## src/rtl/uart_pkg.sv

```systemverilog
// Shared types and helpers for the buffered UART transmitter.
package uart_pkg;

  typedef enum logic [2:0] {
    IDLE,
    START,
    DATA,
    PARITY,
    STOP
  } uart_tx_state_t;

  // freq_control encodings
  localparam logic [1:0] FREQ_9600   = 2'b00;
  localparam logic [1:0] FREQ_19200  = 2'b01;
  localparam logic [1:0] FREQ_57600  = 2'b10;
  localparam logic [1:0] FREQ_115200 = 2'b11;

  localparam int unsigned BAUD_CNT_W = 13;

  // Cycles per bit for the selected baud, truncated.
  function automatic logic [BAUD_CNT_W-1:0] baud_div(input int unsigned clock_freq,
                                                     input logic [1:0]  sel);
    int unsigned baud;
    case (sel)
      FREQ_9600:   baud = 9600;
      FREQ_19200:  baud = 19200;
      FREQ_57600:  baud = 57600;
      default:     baud = 115200;
    endcase
    return BAUD_CNT_W'(clock_freq / baud);
  endfunction

endpackage

```

## src/rtl/uart_tx_fifo.sv

```systemverilog
// Synchronous byte FIFO with show-ahead read data; pointers wrap modulo DEPTH.
module uart_tx_fifo #(
  parameter int unsigned DEPTH = 4,
  parameter int unsigned WIDTH = 8
) (
  input  logic                     clk_i,
  input  logic                     rst_ni,
  input  logic                     push_i,
  input  logic [WIDTH-1:0]         data_i,
  input  logic                     pop_i,
  output logic [WIDTH-1:0]         data_o,
  output logic                     full_o,
  output logic                     empty_o,
  output logic [$clog2(DEPTH):0]   count_o
);

  localparam int unsigned AW = $clog2(DEPTH);
  localparam logic [AW:0] FULL_CNT = (AW + 1)'(DEPTH);

  logic [WIDTH-1:0] mem_q [DEPTH];
  logic [AW-1:0]    wr_ptr_q;
  logic [AW-1:0]    rd_ptr_q;
  logic [AW:0]      count_q;
  logic             push_ok;
  logic             pop_ok;

  assign full_o  = (count_q == FULL_CNT);
  assign empty_o = (count_q == '0);
  assign count_o = count_q;
  assign data_o  = mem_q[rd_ptr_q];
  assign push_ok = push_i & ~full_o;
  assign pop_ok  = pop_i & ~empty_o;

  // Storage array, written only on an accepted push.
  always_ff @(posedge clk_i) begin
    if (push_ok) begin
      mem_q[wr_ptr_q] <= data_i;
    end
  end

  // Pointers and occupancy; a simultaneous push and pop leaves the count unchanged.
  always_ff @(posedge clk_i or negedge rst_ni) begin
    if (!rst_ni) begin
      wr_ptr_q <= '0;
      rd_ptr_q <= '0;
      count_q  <= '0;
    end else begin
      if (push_ok) wr_ptr_q <= wr_ptr_q + AW'(1);
      if (pop_ok)  rd_ptr_q <= rd_ptr_q + AW'(1);
      case ({push_ok, pop_ok})
        2'b10:   count_q <= count_q + (AW + 1)'(1);
        2'b01:   count_q <= count_q - (AW + 1)'(1);
        default: count_q <= count_q;
      endcase
    end
  end

endmodule

```

## src/rtl/uart_tx_buffered.sv

```systemverilog
// Buffered 8N1 UART transmitter: valid/ready byte FIFO feeding an LSB-first
// serialiser with run-time baud select. Define UART_TX_PARITY_EN to insert an
// even-parity bit between the data bits and the stop bit.
module uart_tx_buffered
  import uart_pkg::*;
#(
  parameter int unsigned CLOCK_FREQ = 50_000_000,
  parameter int unsigned FIFO_DEPTH = 4
) (
  input  logic       clk_int,
  input  logic       uart_reset,
  input  logic [1:0] freq_control,
  input  logic [7:0] tx_data,
  input  logic       tx_valid,
  output logic       tx_ready,
  output logic       uart_tx_d_out,
  output logic       tx_busy,
  output logic       tx_done
);

  localparam int unsigned CW = $clog2(FIFO_DEPTH) + 1;

  logic [7:0]            fifo_data;
  logic                  fifo_full;
  logic                  fifo_empty;
  logic [CW-1:0]         fifo_count;
  logic                  fifo_push;
  logic                  fifo_pop;

  uart_tx_state_t        state_q;
  logic [BAUD_CNT_W-1:0] cnt_q;
  logic [BAUD_CNT_W-1:0] div_m1_q;
  logic [BAUD_CNT_W-1:0] div_m1_d;
  logic [2:0]            bit_q;
  logic [7:0]            shreg_q;
  logic                  line_q;
  logic                  busy_q;
  logic                  done_q;
  logic                  bit_end;
`ifdef UART_TX_PARITY_EN
  logic                  par_q;
`endif

  assign tx_ready      = (fifo_count != CW'(FIFO_DEPTH));
  assign fifo_push     = tx_valid & ~fifo_full;
  assign bit_end       = (cnt_q == '0);
  assign fifo_pop      = ~fifo_empty & ((state_q == IDLE) | ((state_q == STOP) & bit_end));
  assign div_m1_d      = baud_div(CLOCK_FREQ, freq_control) - 1'b1;
  assign uart_tx_d_out = line_q;
  assign tx_busy       = busy_q;
  assign tx_done       = done_q;

  uart_tx_fifo #(
    .DEPTH (FIFO_DEPTH),
    .WIDTH (8)
  ) u_fifo (
    .clk_i   (clk_int),
    .rst_ni  (uart_reset),
    .push_i  (fifo_push),
    .data_i  (tx_data),
    .pop_i   (fifo_pop),
    .data_o  (fifo_data),
    .full_o  (fifo_full),
    .empty_o (fifo_empty),
    .count_o (fifo_count)
  );

  // Frame sequencer: a pop (from IDLE or the last stop cycle) always starts a
  // new frame, which is what makes back-to-back frames gapless. tx_done is
  // registered one cycle early so it is high during the final stop cycle.
  always_ff @(posedge clk_int or negedge uart_reset) begin
    if (!uart_reset) begin
      state_q  <= IDLE;
      cnt_q    <= '0;
      div_m1_q <= '0;
      bit_q    <= '0;
      shreg_q  <= '0;
      line_q   <= 1'b1;
      busy_q   <= 1'b0;
      done_q   <= 1'b0;
`ifdef UART_TX_PARITY_EN
      par_q    <= 1'b0;
`endif
    end else begin
      done_q <= 1'b0;
      if (fifo_pop) begin
        state_q  <= START;
        line_q   <= 1'b0;
        busy_q   <= 1'b1;
        shreg_q  <= fifo_data;
        bit_q    <= '0;
        div_m1_q <= div_m1_d;
        cnt_q    <= div_m1_d;
`ifdef UART_TX_PARITY_EN
        par_q    <= ^fifo_data;
`endif
      end else begin
        unique case (state_q)
          IDLE: begin
            line_q <= 1'b1;
            busy_q <= 1'b0;
          end
          START: begin
            if (bit_end) begin
              state_q <= DATA;
              line_q  <= shreg_q[0];
              shreg_q <= shreg_q >> 1;
              cnt_q   <= div_m1_q;
            end else begin
              cnt_q <= cnt_q - 1'b1;
            end
          end
          DATA: begin
            if (bit_end) begin
              cnt_q <= div_m1_q;
              if (bit_q == 3'd7) begin
`ifdef UART_TX_PARITY_EN
                state_q <= PARITY;
                line_q  <= par_q;
`else
                state_q <= STOP;
                line_q  <= 1'b1;
                done_q  <= (div_m1_q == '0);
`endif
              end else begin
                bit_q   <= bit_q + 3'd1;
                line_q  <= shreg_q[0];
                shreg_q <= shreg_q >> 1;
              end
            end else begin
              cnt_q <= cnt_q - 1'b1;
            end
          end
`ifdef UART_TX_PARITY_EN
          PARITY: begin
            if (bit_end) begin
              state_q <= STOP;
              line_q  <= 1'b1;
              cnt_q   <= div_m1_q;
              done_q  <= (div_m1_q == '0);
            end else begin
              cnt_q <= cnt_q - 1'b1;
            end
          end
`endif
          STOP: begin
            if (bit_end) begin
              state_q <= IDLE;
              line_q  <= 1'b1;
              busy_q  <= 1'b0;
            end else begin
              cnt_q  <= cnt_q - 1'b1;
              done_q <= (cnt_q == BAUD_CNT_W'(1));
            end
          end
          default: begin
            state_q <= IDLE;
            line_q  <= 1'b1;
            busy_q  <= 1'b0;
          end
        endcase
      end
    end
  end

endmodule

```

## config.mk

```make
export PLATFORM = sky130hd
export DESIGN_NAME = uart_tx_buffered
export DESIGN_NICKNAME = d
export VERILOG_FILES = /design/src/rtl/uart_pkg.sv /design/src/rtl/uart_tx_fifo.sv /design/src/rtl/uart_tx_buffered.sv
export SDC_FILE = /design/constraint.sdc
export NUM_CORES = 1
export LEC_CHECK = 0
export ABC_AREA = 1
export ABC_CLOCK_PERIOD_IN_PS = 3500
export CAP_MARGIN = 0
export CORE_UTILIZATION = 55
export CTS_BUF_LIST = sky130_fd_sc_hd__clkbuf_4
export CTS_CLUSTER_DIAMETER = 60
export DETAILED_ROUTE_END_ITERATION = 8
export PLACE_DENSITY = 0.73
export SLEW_MARGIN = 15
export SYNTH_ARGS = -nofsm -noshare
export SYNTH_HDL_FRONTEND = slang
export SYNTH_HIERARCHICAL = 1
export SYNTH_SLANG_ARGS = --single-unit
```

## constraint.sdc

```tcl
create_clock -name clk_int -period 3.5 [get_ports clk_int]
set_input_delay 1.05 -clock clk_int [delete_from_list [all_inputs] [get_ports clk_int]]
set_output_delay 1.05 -clock clk_int [all_outputs]
set_load 0.01 [all_outputs]
```

# == Yosys cells after proc, flatten, opt, wreduce, memory -nomap -nowiden ==
# Memory sizes are Yosys's and may differ from the RTL's.
# Cells that the tools add are included.
# op_classes
n_addsub,7
div_mod_pow,1
n_eq_ne,20
mux,37
bitwise_logic,8
reduce_logical,17
# ops
cell,n
$pmux W17 S3,1
$mux W13,3
$div A26 B32 Y32 const A,1
$mux W8,4
$mux W3,9
$logic_not A13 Y1,2
$pmux W13 S2,1
$sub A13 B1 Y13 const B,2
$ne A3 B2 Y1 const B,6
$pmux W8 S2,1
$eq A13 B1 Y1 const B,1
$mux W1,13
$pmux W3 S4,1
$eq A3 B3 Y1 const B,3
$add A3 B1 Y3 const B,2
$logic_not A3 Y1,2
$ne A2 B1 Y1 const B,3
$pmux W3 S2,1
$reduce_and A3 Y1,2
$reduce_bool A2 Y1,3
$reduce_bool A3 Y1,2
$and A1 B1 Y1,5
$reduce_and A5 Y1,1
$add A2 B1 Y2 const B,2
14 further kinds,19
# word_totals
ff_bits,50
mem_bits_rw,32
word_cells,102
mem_count,1
# mem_list
memory,depth,word_bits,read_ports,rd_ports_with_merged_regs,wr,line_no,text
u_fifo.mem_q,4,8,1,0,1,uart_tx_fifo.sv:20,logic [WIDTH-1:0] mem_q [DEPTH];

# == Depth between registers and ports, before layout ==
# depth
word_depth,7
ltp_mapped,54
depth_no_buf,53

# == By module ==
# The synthesis kept the hierarchy.
# by_module_without_submodules
module,instances,cells_each,area_each_um2,seq_area_each_um2
uart_tx_buffered,1,514,3537.1,1002.2
uart_tx_fifo,1,154,1741.7,1136.1

# == Worst setup path before layout ==
# Ideal clock, no wire load.
# synth_timing
path_kind,input -> register
from,input freq_control[0]
to,register cnt_q[0]
setup_time_ns,0.122
arrival_time_ns,6.864
path_slack_ns,-3.486
path_stages,50
path_buffers,1
path_cell_list,inv_1 -> ha_1 -> buf_6 -> inv_2 -> ha_1 -> nand2_4 -> nor2_4 -> nand4_1 -> a21oi_1 -> a21oi_1 -> ha_1 -> a21oi_1 -> nand2_4 -> nand2_4 -> nand3_1 -> o21ai_0 -> ha_1 -> a2111o_1 -> [... 14 more ...] -> nand2_1 -> nor2_1 -> nor2_1 -> nand3_1 -> nand2_1 -> nand3_2 -> nand3_1 -> nand2_1 -> o21bai_2 -> nand2_1 -> nand3_1 -> nand2_1 -> nand2_1 -> nand2_1 -> nand2_1 -> nand2_1 -> nand2_1 -> a21oi_1
# synth_via
elab_chain_cells,5
# synth_lines
item,line_no,text
from (decl),uart_tx_buffered.sv:12,"input logic [1:0] freq_control,"
"$eq A2 B2 Y1, or another cell as far along",uart_pkg.sv:24,case (sel)
$pmux W17 S3 *,uart_pkg.sv:24,
$div A26 B32 Y32 *,uart_pkg.sv:30,return BAUD_CNT_W'(clock_freq / baud);
$sub A13 B1 Y13 *,uart_tx_buffered.sv:48,"assign div_m1_d = baud_div(CLOCK_FREQ, freq_control) - 1'b1;"
$mux W13 *,uart_tx_buffered.sv:86,if (fifo_pop) begin
to (signal assigned),uart_tx_buffered.sv:93,cnt_q <= div_m1_d;
to (signal assigned),uart_tx_buffered.sv:108,cnt_q <= div_m1_q;
to (signal assigned),uart_tx_buffered.sv:110,cnt_q <= cnt_q - 1'b1;
to (decl),uart_tx_buffered.sv:31,logic [BAUD_CNT_W-1:0] cnt_q;
# Every way passes the cells marked *; elsewhere a longest branch is shown, timed or not.
# A chain may end at the register's enable or synchronous reset.

# == Final worst setup path ==
# Same ends and word-level chain as after synthesis.

==> impl_results.md <==
- First-pass GRT wire length: about 22,000 microns
- Final nets: between 800 and 900
- Total power consumption of the routed design: roughly 4.5 mW
- WP data required: 3.84 ns
- Post-layout instance count excluding filler cells: between 900 and 1,000
- Antenna diode count: 0
- Chip width: 100 microns
- Worst setup skew after layout: about 0.026 ns
- Maximum resistive drop on vdd: just under 0.4 mV
- Cell total after placement: between 800 and 900
- Maximum number of pins on one net before global-route repair: 48
- Total of flip-flops plus latches after synthesis: ~80
- Die H: between 90 and 100 microns
- Clock edge transition at the registers on the reported setup and hold paths: 0.14 ns
- Final HPWL from detailed placement: between 9000 and 10,000 microns
- Hold buffer count at cts: 0
- # rows: 35
- Leakage: between 3 and 4 nW
- RePlAce Congestion: 0.936
- # clock sinks: 79
- Path class of the lowest-slack min-delay path: reg2reg
- IO Pins: 17
- Final critical-path share of the clock period: 179%
- Min Clock Period, post-route: between 6 and 7 ns
- Number of DRC violations after detailed routing: 0
- Global-route usage over all layers: between 20% and 30%
- Post-synth ARST share: 59.5%
- Total nets after synthesis: a little over 700
- DR pass1 iterations: 5
- TritonCTS clock tree: done
- Vias after detailed routing: approximately 4,900
- CP max stage cell: ha_1
- Highest clock rate: approximately 160 MHz
- Post-DRT Antenna Nets: 0
- Skew-Pair Late Insertion Delay: ~0.44 ns
- Most common library cell in the layout ignoring fill and taps: nand2_1
- Commonest cells after routing, fill and taps aside: 158 x nand2_1, 106 x buf_4, 85 x inv_1
- Setup WS post-layout: -2.77 ns
- Util after Layout: 71.7%
- Post-synth design cell area: about 5300 sq um
- Violations in the final reports: negative setup slack
- Number of antenna violations at the first check in global routing: 0
- Share of layout cells above drive strength 1: 24.2%
- Syn-to-layout area delta: 26.0%
- Most common flop cell mapped by yosys: dfrtp_1
- Share of synthesized area occupied by flip-flops and latches: around two fifths
- Max-cap violations: 0
- Remaining global-route overflow: 0
- Number of synthesized flops with an enable pin: 32
- Final setup violation count: 2
- Seq. cell area: ~2100 sq um
- Number of global-route vias before repair: roughly 4,700
- Area of the placeable core: 9280 sq um
- Largest stage delay on the critical path: roughly 0.32 ns
- Port Buffers: 16
- Ys Warns: 6
- Number of CTS-inserted buffers: 9
- Total power density per cell area: approximately 670 nW/um^2
- Buffer type at the clock tree root: clkbuf_4
- Detailed-route wire length per cell: ~14 microns
- Maximum fanout along the worst path: 5
- Element type at the critical path start: input port
- Worst flop-to-flop path startpoint: cnt_q[0]$_DFFE_PN0P_
- Max Buffers Root-to-Sink: 2
- Instance area after placement: between 6000 and 7000 sq um
- Overall die area: 9990 sq um
- Startpoint of the tightest hold check path: u_fifo/count_o[0]$_DFFE_PN0P_
- Mean post-synth cell area: roughly 8 sq um
- Critical path type: in2reg
- Worst-case headroom to the max-slew limit: between 40% and 50%
- Count of mapped cells out of synthesis: between 600 and 700
- Worst setup timing slack at the placement stage: -3.77 ns
- Number of DRC markers in iteration 0: between 200 and 300
- Final number of max-transition violations: 0
- Critical Path Source: freq_control[0]
- Cell area after layout: 6650 sq um
- Final hold violation count: 0
- Slew at the pin closest to its max-slew limit: around 0.76 ns
- Endpoint arrival time on the critical path: 6.62 ns
- Routed WL: 13,200 microns
- Element type at the critical path end: flop
- Average via count per standard cell: ~5.3
- Setup repair after global routing missed its margin: yes
- Initial core utilization: 56.9%
- Unique masters post-synth: between 40 and 50
- Number of fillers in the final layout: between 700 and 800
- H-tree depth reported by CTS: 3
- Status: finished, violations left
- Combined area of the multi-input logic cells: approximately 2800 sq um
==> cell usage after synthesis (2+ instances only) <==
master	count	area, sq um
nand3_2	5	50.1
buf_6	3	33.8
a31oi_1	10	62.6
ha_1	34	425
nor3_1	4	20.0
nor4_1	3	18.8
nand2_1	160	601
a22oi_1	3	22.5
nand2_4	3	33.8
nand2_2	12	75.1
o21ai_0	41	205
buf_4	3	22.5
nor2_1	56	210
edfxtp_1	32	961
dfrtp_1	46	1150
nand4_1	12	75.1
mux2_2	2	22.5
inv_1	93	349
o211ai_1	20	150
o22ai_1	2	12.5
a21oi_1	35	175
nand3_1	39	195
clkbuf_1	9	33.8
clkinv_1	3	11.3
xnor2_1	5	43.8
xor2_1	7	61.3
a21oi_2	3	26.3
inv_2	3	11.3
==> power by group <==
part / switching [mW] / internal (mW) / total, mW
sequential: 0.217 / 1.32 / 1.53
combinational: 1.39 / 0.846 / 2.23
clock: 0.347 / 0.365 / 0.712
==> registers in the layout, indices dropped and copies added (netlist names), 2 cells and up <==
name,flops
div_m1_q,10
state_q,3
u_fifo/wr_ptr_q,2
u_fifo/count_o,3
cnt_q,13
u_fifo/rd_ptr_q,2
u_fifo/mem_q,32
shreg_q,8
bit_q,3
==> final cells by class <==
class	count	area share (%)
clock buffer	9	1.02
clock inverter	7	1.77
inverter	100	6.17
multi-input combinational	472	42.1
sequential	79	32.1
tap	129	2.43
timing repair buffer	122	14.4
==> per-layer routing <==
layer / wire, microns / GRT usage (%) / up-vias
met1: 6020 / 36.0 / 2252
met4: 244 / 10.6 / 0
met3: 583 / 4.74 / 27
li1: - / - / 2451
met2: 6340 / 46.8 / 141
met5: 0 / 0 / -
==> kinds of logic (layout without fill, tap and decap cells) <==
family                   count (synthesis)  in the layout  share of synthesized area (%)
buffers and inverters                  117            238                           9.22
AO/OA/AOI/OAI                          124            124                           14.2
flip-flops                              79             79                           40.5
XOR/XNOR                                12             12                           1.99
adder cells (fa/ha/maj)                 35             35                           8.44
AND/OR/NAND/NOR                        299            299                           25.2
multiplexers                             2              2                          0.427
==> per-stage QoR <==
stage               setup TNS (ns)  hold slack (ns)
floorplan                    -6.12            0.453
global placement             -6.88            0.470
detailed placement           -7.49            0.491
CTS                          -5.54            0.518
global route                 -6.31            0.534
finish                       -5.54            0.516
==> critical path, delay by kind of cell <==
family	cells	cell delay (ns)
simple gates	24	2.01
buf+inv	18	1.88
compound gates	9	1.05
fa+ha+maj	3	0.62
==> path summary, 6_finish.rpt <==
path                                            endpoint  slack, ns  depth (start not counted)
max in group asynchronous         shreg_q[7]$_DFFE_PN0P_       2.47                          1
setup / recovery                    cnt_q[0]$_DFFE_PN0P_      -2.77                         54
hold reg to reg            u_fifo/count_o[0]$_DFFE_PN0P_       0.52                          1
hold / removal             u_fifo/count_o[0]$_DFFE_PN0P_       0.52                          1
setup reg to reg                    cnt_q[1]$_DFFE_PN0P_       0.27                         16
min in group asynchronous         state_q[0]$_DFFE_PN0P_       0.60                          1
==> timing repair <==
item,in CTS,in global routing
gates resized for setup,26,15
setup endpoints to repair,2,3
setup buffers,15,3
pin swaps,28,24
(Power assumes the default switching activity.)
